### src/rtl/alu_pkg.sv
`default_nettype none
// ============================================================================
// Module      : alu_pkg
// Description : ALU control codes and exec-unit state encoding shared with
//               the ALU control decoder.
// Revision    : 1.0 - initial release
// ============================================================================
package alu_pkg;

    localparam logic [3:0] ALU_AND = 4'b0000;
    localparam logic [3:0] ALU_OR  = 4'b0001;
    localparam logic [3:0] ALU_ADD = 4'b0010;
    localparam logic [3:0] ALU_SUB = 4'b0110;
    localparam logic [3:0] ALU_SLT = 4'b0111;
    localparam logic [3:0] ALU_NOR = 4'b1100;
    localparam logic [3:0] ALU_SLL = 4'b1000;
    localparam logic [3:0] ALU_SRL = 4'b1001;

    typedef enum logic [1:0] {
        ST_IDLE  = 2'd0,
        ST_SHIFT = 2'd1,
        ST_DONE  = 2'd2
    } alu_state_e;

    function automatic logic is_shift(input logic [3:0] ctrl);
        return (ctrl == ALU_SLL) || (ctrl == ALU_SRL);
    endfunction

endpackage
`default_nettype wire

### src/rtl/alu_exec_unit_if.sv
`default_nettype none
// ============================================================================
// Module      : alu_exec_unit_if
// Description : Operation-in / result-out handshake bundle of the exec unit.
// Revision    : 1.0 - initial release
// ============================================================================
interface alu_exec_unit_if #(
    parameter int WIDTH = 32
);
    logic             in_valid;
    logic             in_ready;
    logic [3:0]       alu_ctrl;
    logic [WIDTH-1:0] operand_a;
    logic [WIDTH-1:0] operand_b;
    logic             out_valid;
    logic             out_ready;
    logic [WIDTH-1:0] result;
    logic             zero;
    logic             illegal;

    modport master (
        output in_valid, alu_ctrl, operand_a, operand_b, out_ready,
        input  in_ready, out_valid, result, zero, illegal
    );

    modport slave (
        input  in_valid, alu_ctrl, operand_a, operand_b, out_ready,
        output in_ready, out_valid, result, zero, illegal
    );
endinterface
`default_nettype wire

### src/rtl/alu_comb_core.sv
`default_nettype none
// ============================================================================
// Module      : alu_comb_core
// Description : Single-cycle logic/arithmetic ops and unsupported-code flag.
// Revision    : 1.0 - initial release
// ============================================================================
module alu_comb_core
    import alu_pkg::*;
#(
    parameter int WIDTH = 32
) (
    input  wire logic [3:0]       ctrl_i,
    input  wire logic [WIDTH-1:0] a_i,
    input  wire logic [WIDTH-1:0] b_i,
    output logic      [WIDTH-1:0] result_o,
    output logic                  illegal_o
);

    always_comb begin
        result_o  = '0;
        illegal_o = 1'b0;
        unique case (ctrl_i)
            ALU_AND: result_o = a_i & b_i;
            ALU_OR:  result_o = a_i | b_i;
            ALU_ADD: result_o = a_i + b_i;
            ALU_SUB: result_o = a_i - b_i;
            ALU_SLT: result_o = {{(WIDTH-1){1'b0}}, ($signed(a_i) < $signed(b_i))};
            ALU_NOR: result_o = ~(a_i | b_i);
            // Shifts are sequenced by the parent; they are legal but produce nothing here.
            ALU_SLL, ALU_SRL: result_o = '0;
            default: illegal_o = 1'b1;
        endcase
    end

endmodule
`default_nettype wire

### src/rtl/alu_exec_unit.sv
`default_nettype none
// ============================================================================
// Module      : alu_exec_unit
// Description : Handshaked ALU execute stage; single-cycle ops plus
//               1-bit-per-cycle iterative shifts.
// Revision    : 1.0 - initial release
// ============================================================================
module alu_exec_unit
    import alu_pkg::*;
#(
    parameter int WIDTH = 32
) (
    input  wire logic clk,
    input  wire logic rst_n,
    alu_exec_unit_if.slave bus
);

    localparam int SHW = $clog2(WIDTH);

    alu_state_e       state_q, state_d;
    logic [WIDTH-1:0] result_q;
    logic             zero_q;
    logic             illegal_q;
    logic             dir_right_q;
    logic [SHW-1:0]   cnt_q;

    logic             in_ready;
    logic             out_valid;
    logic             accept;
    logic [SHW-1:0]   shamt;
    logic [WIDTH-1:0] core_result;
    logic             core_illegal;
    logic [WIDTH-1:0] shifted;

    assign accept  = bus.in_valid && in_ready;
    assign shamt   = bus.operand_b[SHW-1:0];
    assign shifted = dir_right_q ? (result_q >> 1) : (result_q << 1);

    alu_comb_core #(
        .WIDTH (WIDTH)
    ) u_core (
        .ctrl_i    (bus.alu_ctrl),
        .a_i       (bus.operand_a),
        .b_i       (bus.operand_b),
        .result_o  (core_result),
        .illegal_o (core_illegal)
    );

    always_ff @(posedge clk or negedge rst_n) begin
        if (!rst_n) begin
            state_q <= ST_IDLE;
        end else begin
            state_q <= state_d;
        end
    end

    always_comb begin
        state_d = state_q;
        unique case (state_q)
            ST_IDLE: begin
                if (accept) begin
                    if (is_shift(bus.alu_ctrl) && (shamt != '0)) begin
                        state_d = ST_SHIFT;
                    end else begin
                        state_d = ST_DONE;
                    end
                end
            end
            ST_SHIFT: begin
                if (cnt_q == SHW'(1)) begin
                    state_d = ST_DONE;
                end
            end
            ST_DONE: begin
                if (bus.out_ready) begin
                    state_d = ST_IDLE;
                end
            end
            default: state_d = ST_IDLE;
        endcase
    end

    always_comb begin
        in_ready  = (state_q == ST_IDLE);
        out_valid = (state_q == ST_DONE);
    end

    // result_q doubles as the shift register so the final shift step lands directly in the output.
    always_ff @(posedge clk or negedge rst_n) begin
        if (!rst_n) begin
            result_q    <= '0;
            zero_q      <= 1'b0;
            illegal_q   <= 1'b0;
            dir_right_q <= 1'b0;
            cnt_q       <= '0;
        end else begin
            unique case (state_q)
                ST_IDLE: begin
                    if (accept) begin
                        if (is_shift(bus.alu_ctrl)) begin
                            result_q    <= bus.operand_a;
                            zero_q      <= (bus.operand_a == '0);
                            illegal_q   <= 1'b0;
                            dir_right_q <= (bus.alu_ctrl == ALU_SRL);
                            cnt_q       <= shamt;
                        end else begin
                            result_q  <= core_result;
                            zero_q    <= (core_result == '0);
                            illegal_q <= core_illegal;
                            cnt_q     <= '0;
                        end
                    end
                end
                ST_SHIFT: begin
                    result_q <= shifted;
                    zero_q   <= (shifted == '0);
                    cnt_q    <= cnt_q - SHW'(1);
                end
                default: ;
            endcase
        end
    end

    assign bus.in_ready  = in_ready;
    assign bus.out_valid = out_valid;
    assign bus.result    = result_q;
    assign bus.zero      = zero_q;
    assign bus.illegal   = illegal_q;

endmodule
`default_nettype wire

### src/flat_wrapper.sv
// flat-port wrapper written by rule: the top's interface ports become plain ports
module alu_exec_unit_flat import alu_pkg::*;
#(
    parameter int WIDTH = 32
)
  (clk, rst_n, bus_in_valid, bus_alu_ctrl, bus_operand_a, bus_operand_b, bus_out_ready, bus_in_ready, bus_out_valid, bus_result, bus_zero, bus_illegal);
  alu_exec_unit_if #(.WIDTH(WIDTH)) bus_i ();
  input  wire logic clk;
  input  wire logic rst_n;
  input wire logic [$bits(bus_i.in_valid)-1:0] bus_in_valid;
  input wire logic [$bits(bus_i.alu_ctrl)-1:0] bus_alu_ctrl;
  input wire logic [$bits(bus_i.operand_a)-1:0] bus_operand_a;
  input wire logic [$bits(bus_i.operand_b)-1:0] bus_operand_b;
  input wire logic [$bits(bus_i.out_ready)-1:0] bus_out_ready;
  output wire logic [$bits(bus_i.in_ready)-1:0] bus_in_ready;
  output wire logic [$bits(bus_i.out_valid)-1:0] bus_out_valid;
  output wire logic [$bits(bus_i.result)-1:0] bus_result;
  output wire logic [$bits(bus_i.zero)-1:0] bus_zero;
  output wire logic [$bits(bus_i.illegal)-1:0] bus_illegal;
  assign bus_i.in_valid = bus_in_valid;
  assign bus_i.alu_ctrl = bus_alu_ctrl;
  assign bus_i.operand_a = bus_operand_a;
  assign bus_i.operand_b = bus_operand_b;
  assign bus_i.out_ready = bus_out_ready;
  assign bus_in_ready = bus_i.in_ready;
  assign bus_out_valid = bus_i.out_valid;
  assign bus_result = bus_i.result;
  assign bus_zero = bus_i.zero;
  assign bus_illegal = bus_i.illegal;
  alu_exec_unit #(.WIDTH(WIDTH)) u_core (.clk(clk), .rst_n(rst_n), .bus(bus_i));
endmodule
### config.mk
export PLATFORM = sky130hd
export DESIGN_NAME = alu_exec_unit_flat
export DESIGN_NICKNAME = d
export VERILOG_FILES = /design/src/rtl/alu_pkg.sv /design/src/rtl/alu_exec_unit_if.sv /design/src/rtl/alu_comb_core.sv /design/src/rtl/alu_exec_unit.sv /design/src/flat_wrapper.sv
export SDC_FILE = /design/constraint.sdc
export NUM_CORES = 1
export LEC_CHECK = 0
export ABC_AREA = 0
export ABC_CLOCK_PERIOD_IN_PS = 4300
export CAP_MARGIN = 25
export CORE_ASPECT_RATIO = 1.2
export CORE_MARGIN = 2
export CORE_UTILIZATION = 43
export DETAILED_ROUTE_END_ITERATION = 7
export DONT_BUFFER_PORTS = 1
export PLACE_DENSITY_LB_ADDON = 0.08
export SLEW_MARGIN = 20
export SYNTH_ARGS = -nofsm -noshare
export SYNTH_HDL_FRONTEND = slang
export SYNTH_SLANG_ARGS = --single-unit
### constraint.sdc
create_clock -name clk -period 4.3 [get_ports clk]
set_input_delay 0.86 -clock clk [delete_from_list [all_inputs] [get_ports clk]]
set_output_delay 0.86 -clock clk [all_outputs]
set_load 0.005 [all_outputs]
# Word-level counts from Yosys, hierarchy flattened

Cells that the tools add are included.

Register bits after elaboration: 42
Bits of input ports: 72
Output and inout bits: 36

$add $sub $neg: 3
Order comparisons: 1
Eq/ne operators: 13
Muxes and demuxes: 18
Bitwise logic cells: 3
Reduce and logical (&&, ||, !) cells: 15

Operators with widths:

| operator            | number |
|---|---|
| $pmux 32 s6         | 1 |
| $logic_not 32->1    | 3 |
| $mux 32             | 3 |
| $pmux 32 s2         | 1 |
| $add 32x32->32      | 1 |
| $and 32x32->32      | 1 |
| $lt 32x32->1        | 1 |
| $not 32->32         | 1 |
| $or 32x32->32       | 1 |
| $sub 32x32->32      | 1 |
| $eq 4x4->1 const B  | 3 |
| $mux 5              | 2 |
| $pmux 5 s2          | 1 |
| $eq 4x3->1 const B  | 2 |
| $mux 2              | 4 |
| $reduce_or 8->1     | 1 |
| $pmux 2 s3          | 1 |
| $reduce_and 3->1    | 2 |
| $eq 5x1->1 const B  | 1 |
| $reduce_bool 5->1   | 1 |
| $sub 5x1->5 const B | 1 |
| $eq 4x1->1 const B  | 1 |
| $eq 4x2->1 const B  | 1 |
| $logic_not 4->1     | 1 |
| other kinds (11)    | 17 |

# Longest topological paths before layout

Word-level depth: 7
Gate-level depth with buffers: 14
Depth with buffers taken out: 14

# Modules after synthesis

A second synthesis with hierarchy kept.

Cells, all modules: 1167
Area total of the unflattened synthesis: 8057.7 sq um

Modules (own cells, without submodules):

| module        | instances | cells an instance | area each (sq um) | seq. area each (sq um) |
|---|---|---|---|---|
| alu_comb_core | 1         | 768               | 5001.0            | 0.0 |
| alu_exec_unit | 1         | 399               | 3056.7            | 1051.0 |

# Least setup slack after synthesis

Ideal clock, no wire load.

Kind: input to register
Start: in bus_operand_b[3]
End: reg u_core.zero_q, in the netlist u_core.bus.zero
Setup time: 0.092 ns
Arrival: 3.535 ns
Required time: 4.208 ns
Path slack: 0.673 ns
Cell stages on the path: 14
Cells stage by stage: inv_1 ha_1 buf_2 nor3b_1 nor3_2 a2111oi_4 or3_1 a21oi_1 xnor2_1 o221ai_1 or4b_1 nor4_2 nand4_1 o31ai_2

Cells in the longest elaborated chain, start to end: 7

Ends and longest elaborated chain:

| element                                                | line                 | RTL |
|---|---|---|
| start, declared                                        | flat_wrapper.sv:13   | `input wire logic [$bits(bus_i.operand_b)-1:0] bus_operand_b;` |
| branches (longest 2 deep; another with $sub 32x32->32) | --                   |  |
| $pmux 32 s6 (*)                                        | alu_comb_core.sv:22  | `unique case (ctrl_i)` |
| $logic_not 32->1 (*)                                   | alu_exec_unit.sv:108 | `zero_q <= (core_result == '0);` |
| $mux 1 (*)                                             | alu_exec_unit.sv:100 | `if (is_shift(bus.alu_ctrl)) begin` |
| $mux 1 (*)                                             | alu_exec_unit.sv:99  | `if (accept) begin` |
| $pmux 1 s2 (*)                                         | alu_exec_unit.sv:97  | `unique case (state_q)` |
| end signal, assigned                                   | alu_exec_unit.sv:102 | `zero_q <= (bus.operand_a == '0);` |
| end signal, assigned                                   | alu_exec_unit.sv:108 |  |
| end signal, assigned                                   | alu_exec_unit.sv:116 | `zero_q <= (shifted == '0);` |
| end, declared                                          | alu_exec_unit.sv:22  | `logic zero_q;` |

Every way passes the cells marked *. The select of a mux whose other input is x is not followed.
A chain may end at the register's enable or synchronous reset.

# Final worst setup path

Start: in bus_operand_b[4]
End: reg u_core.zero_q, in the netlist u_core.bus.zero

The elaborated chain is that of the path after synthesis.

==> results.rst <==
.. list-table::
   :header-rows: 1

   * - Metric
     - Value
   * - H-tree Lvls
     - 2
   * - Number of placed instances, taps included
     - 1416
   * - Worst clock skew on the final layout
     - 0.00525 ns
   * - Maximum clock path buffer count
     - 2
   * - Count of max-cap constraint violations
     - 0
   * - Flop2flop setup slack
     - 0.55 ns
   * - Global-route wire length before repair
     - 53800 µm
   * - Io pins
     - 108
   * - Final core utilization
     - 0.471
   * - Syn_nets
     - 1347
   * - Cell count after synthesis
     - 1163
   * - Library cell contributing the largest single delay on the critical path
     - sky130_fd_sc_hd__or4b_1
   * - Clock network fraction of total power
     - 0.132
   * - Count of flip-flops with a built-in enable after synthesis
     - 0
   * - Arrival time reported for the critical path endpoint
     - 4.14 ns
   * - Req. time, crit path
     - 4.50 ns
   * - Slew Viols, Final
     - 0
   * - Static Leak
     - 0.00405 µW
   * - Fraction of power spent switching nets
     - 0.502
   * - Total CTS buffers
     - 5
   * - Endpoint of the worst-slack reg-to-reg timing path
     - u_core.bus.zero
   * - Initial Util
     - 0.436
   * - Top-count cell post-synth
     - sky130_fd_sc_hd__ha_1
   * - Critical Setup Path Class
     - in -> reg
   * - Critical path's largest stage delay
     - 0.52 ns
   * - Via-to-Cell Ratio
     - 6.60
   * - Distinct cell type count of the synthesized netlist
     - 89
   * - Antenna violations before repair
     - 0
   * - Clk_lat worst skew
     - 0.29 ns
   * - Crit Reg-Reg Startpoint
     - u_core.dir_right_q
   * - Root Buffer
     - sky130_fd_sc_hd__clkbuf_16
   * - Fraction of post-synthesis cell area in the top cell type by area
     - 0.163
   * - Grt met1 use
     - 0.417
   * - Yosys Warn Count
     - 0
   * - Final Hold Fails
     - 0
   * - Slew headroom
     - 0.404
   * - R2r worst-path depth
     - 12
   * - Switching power
     - 1470 µW
   * - Setup Total Neg Slack
     - 0 ns
   * - Post-DP HPWL
     - 28000 µm
   * - Postcts setup bufs
     - 0
   * - Total via count in the routed design
     - 9395
   * - Min Clock Period, post-route
     - 3.94 ns
   * - Pwr dens
     - 320 nW/µm²
   * - DR WL/cell
     - 24.8 µm
   * - Status
     - complete, no violations
   * - RSZ-0062 raised after global routing
     - false
   * - Placeable core region
     - 19400 µm²
   * - Final estimated routing congestion in global placement
     - 0.995
   * - Post-synth top area cell
     - sky130_fd_sc_hd__ha_1
   * - Row Count
     - 56
   * - Biggest fanout along the worst timing path
     - 7
   * - DRT iter0 DRCs
     - 961
   * - Met2 Track Usage GR
     - 0.555
   * - Total routing usage reported by global routing
     - 0.331
   * - Congestion Overflow GR
     - 0
   * - Fin crit share
     - 0.916
   * - Average cell area after synthesis
     - 7.27 µm²
   * - Share of power burned in registers
     - 0.322
   * - Chip width
     - 132 µm
   * - Hold Crit Class
     - in -> async
   * - First-pass iteration count of the detailed router
     - 6
   * - Launching element type of the critical path
     - input pin
   * - Die boundary height
     - 158 µm
   * - Number of antenna-violating nets in the routed design
     - 0
   * - Maximum number of pins on one net before global-route repair
     - 43
   * - Max rail drop VDD
     - 0.262 mV
   * - Port-buffer cells
     - 0
   * - Busiest grt layer
     - met2
   * - Die outline area
     - 20800 µm²
   * - Final count of negative-setup-slack endpoints
     - 0
   * - Post-CTS sizing
     - 0
   * - Total of hold buffers inserted after clock tree synthesis
     - 0
   * - Clock slew at the register clock pins of the worst setup and hold paths
     - 0.06 ns
   * - Largest cells by area after synthesis
     - sky130_fd_sc_hd__ha_1 16%, sky130_fd_sc_hd__dfrtp_1 12%, sky130_fd_sc_hd__a21oi_1 5.6%, sky130_fd_sc_hd__inv_1 4.6%, sky130_fd_sc_hd__nor2_1 4.5%
   * - Number of remaining DRC errors
     - 0
   * - Met3 layer usage reported by global route
     - 0.0551
   * - Layout Area Growth over Synthesis
     - 7.96%
   * - Clock sink count
     - 42
   * - Power Internal
     - 1460 µW
   * - Diode count
     - 0
   * - Number of standard cells in the layout, taps in and fillers out
     - 1424
   * - Highest clock frequency the design can meet
     - 0.254 GHz
   * - Top flip-flop cell by instance count after synthesis
     - sky130_fd_sc_hd__dfrtp_1
   * - Part of the power in combinational logic
     - 0.546
   * - Clock tree from TritonCTS
     - yes
   * - Fin nets
     - 1346
   * - Total of fill cells in the finished design
     - 2053
   * - Share of async-settable or async-resettable flops after synthesis
     - 1.00
   * - Share of synthesized area occupied by flip-flops and latches
     - 0.124
   * - Worst setup EP type
     - register
   * - Cells along the critical path
     - inv_1 > ha_1 > and2b_1 > nor3_2 > a2111oi_4 > or3_1 > a21oi_1 > xnor2_1 > o221ai_1 > or4b_1 > nor4_2 > nand4_1 > o31ai_2
   * - Number of storage elements in the synthesis netlist
     - 42
   * - Layout cells sized above 1
     - 0.108
   * - Number of global-route vias before repair
     - 9016
   * - Synth cell count leaders
     - 110 x sky130_fd_sc_hd__ha_1, 104 x sky130_fd_sc_hd__inv_1, 101 x sky130_fd_sc_hd__nor2_1
   * - Slew at the pin closest to its max-slew limit
     - 0.892 ns
   * - Wire length after detailed routing
     - 35300 µm
   * - Synthesized area
     - 8460 µm²
[through the flow]
stage	hold slack, ns	cell area (µm²)	power, µW	setup WS, ns
final	0.263	9130	2930	0.360
after floorplan	0.473	8460	1960	0.673
after global routing	0.258	9130	3110	0.103
after CTS	0.264	9130	2890	0.412
after detailed placement	0.527	8990	2500	0.126
after global placement	0.505	8990	2500	0.127
[logic make-up after synthesis]
group	Yosys count	synth area share
buffers and inverters	185	0.0895
adders and majority gates	112	0.167
DFF	42	0.124
AOI/OAI and AO/OA	417	0.353
and+or+nand+nor	367	0.219
muxes	32	0.0384
xor gates and xnor gates	8	0.00828
[layer usage]
layer  part of all wire  vias up
li1                   -     4350
met1               0.41     4455
met2               0.46      495
met3              0.083       95
met4              0.049        0
met5                  0        -
[sequential cells by signal, summed over array words and instances (netlist names)]
| register | count |
|---|---|
| u_core.dir_right_q | 1 |
| u_core.bus.illegal | 1 |
| u_core.cnt_q | 5 |
| u_core.state_q | 2 |
| u_core.bus.zero | 1 |
| u_core.bus.result | 32 |
[power groups by stage]
| stage | Sequential, µW | Combinational (µW) | Clock, µW |
|---|---|---|---|
| 2_1_floorplan | 766 | 1190 | 0 |
| 3_3_place_gp | 936 | 1560 | 0 |
| 3_5_place_dp | 937 | 1560 | 0 |
| 4_1_cts | 932 | 1570 | 387 |
| 5_1_grt | 964 | 1740 | 410 |
| 6_report | 943 | 1600 | 387 |
[worst max-delay path: cells and delay by family]
| kind | cells | cell delay (ns) |
|---|---|---|
| buffers and inverters | 1 | 0.07 |
| adder cells (fa/ha/maj) | 1 | 0.41 |
| XOR/XNOR | 1 | 0.14 |
| AND/OR/NAND/NOR | 6 | 1.91 |
| AO/OA/AOI/OAI | 4 | 0.72 |
[layout by cell type (no fill, tap or decap), types with 26 or more instances in the layout]
master,n
sky130_fd_sc_hd__a21o_1,26
sky130_fd_sc_hd__mux2i_1,28
sky130_fd_sc_hd__ha_1,110
sky130_fd_sc_hd__nor2_1,101
sky130_fd_sc_hd__nor4_1,29
sky130_fd_sc_hd__a21oi_1,95
sky130_fd_sc_hd__o21ai_0,69
sky130_fd_sc_hd__dfrtp_1,42
sky130_fd_sc_hd__nor3_1,28
sky130_fd_sc_hd__inv_1,104
sky130_fd_sc_hd__a221oi_1,32
sky130_fd_sc_hd__buf_4,68
sky130_fd_sc_hd__nand2_1,89
[area by class of cell]
cell class | count | area, µm² | share of cell area
Clock inverter | 1 | 5.00 | 0.000548
Sequential cell | 42 | 1050 | 0.115
Multi-Input combinational cell | 936 | 6690 | 0.732
Clock buffer | 7 | 143 | 0.0156
Inverter | 109 | 409 | 0.0448
Timing Repair Buffer | 68 | 510 | 0.0559
Tap cell | 261 | 327 | 0.0358
[worst max path at each step]
stage	startpoint	cells after the start	slack [ns]	end
floorplan	bus_operand_b[3]	14	0.67	u_core.bus.zero
global placement	bus_operand_b[7]	15	0.13	u_core.bus.zero
detailed placement	bus_operand_b[4]	13	0.13	u_core.bus.zero
CTS	bus_operand_b[4]	13	0.41	u_core.bus.zero
global route	bus_operand_b[4]	14	0.10	u_core.bus.zero
finish	bus_operand_b[4]	13	0.36	u_core.bus.zero
Note: power is estimated with default switching activity, not from simulation.
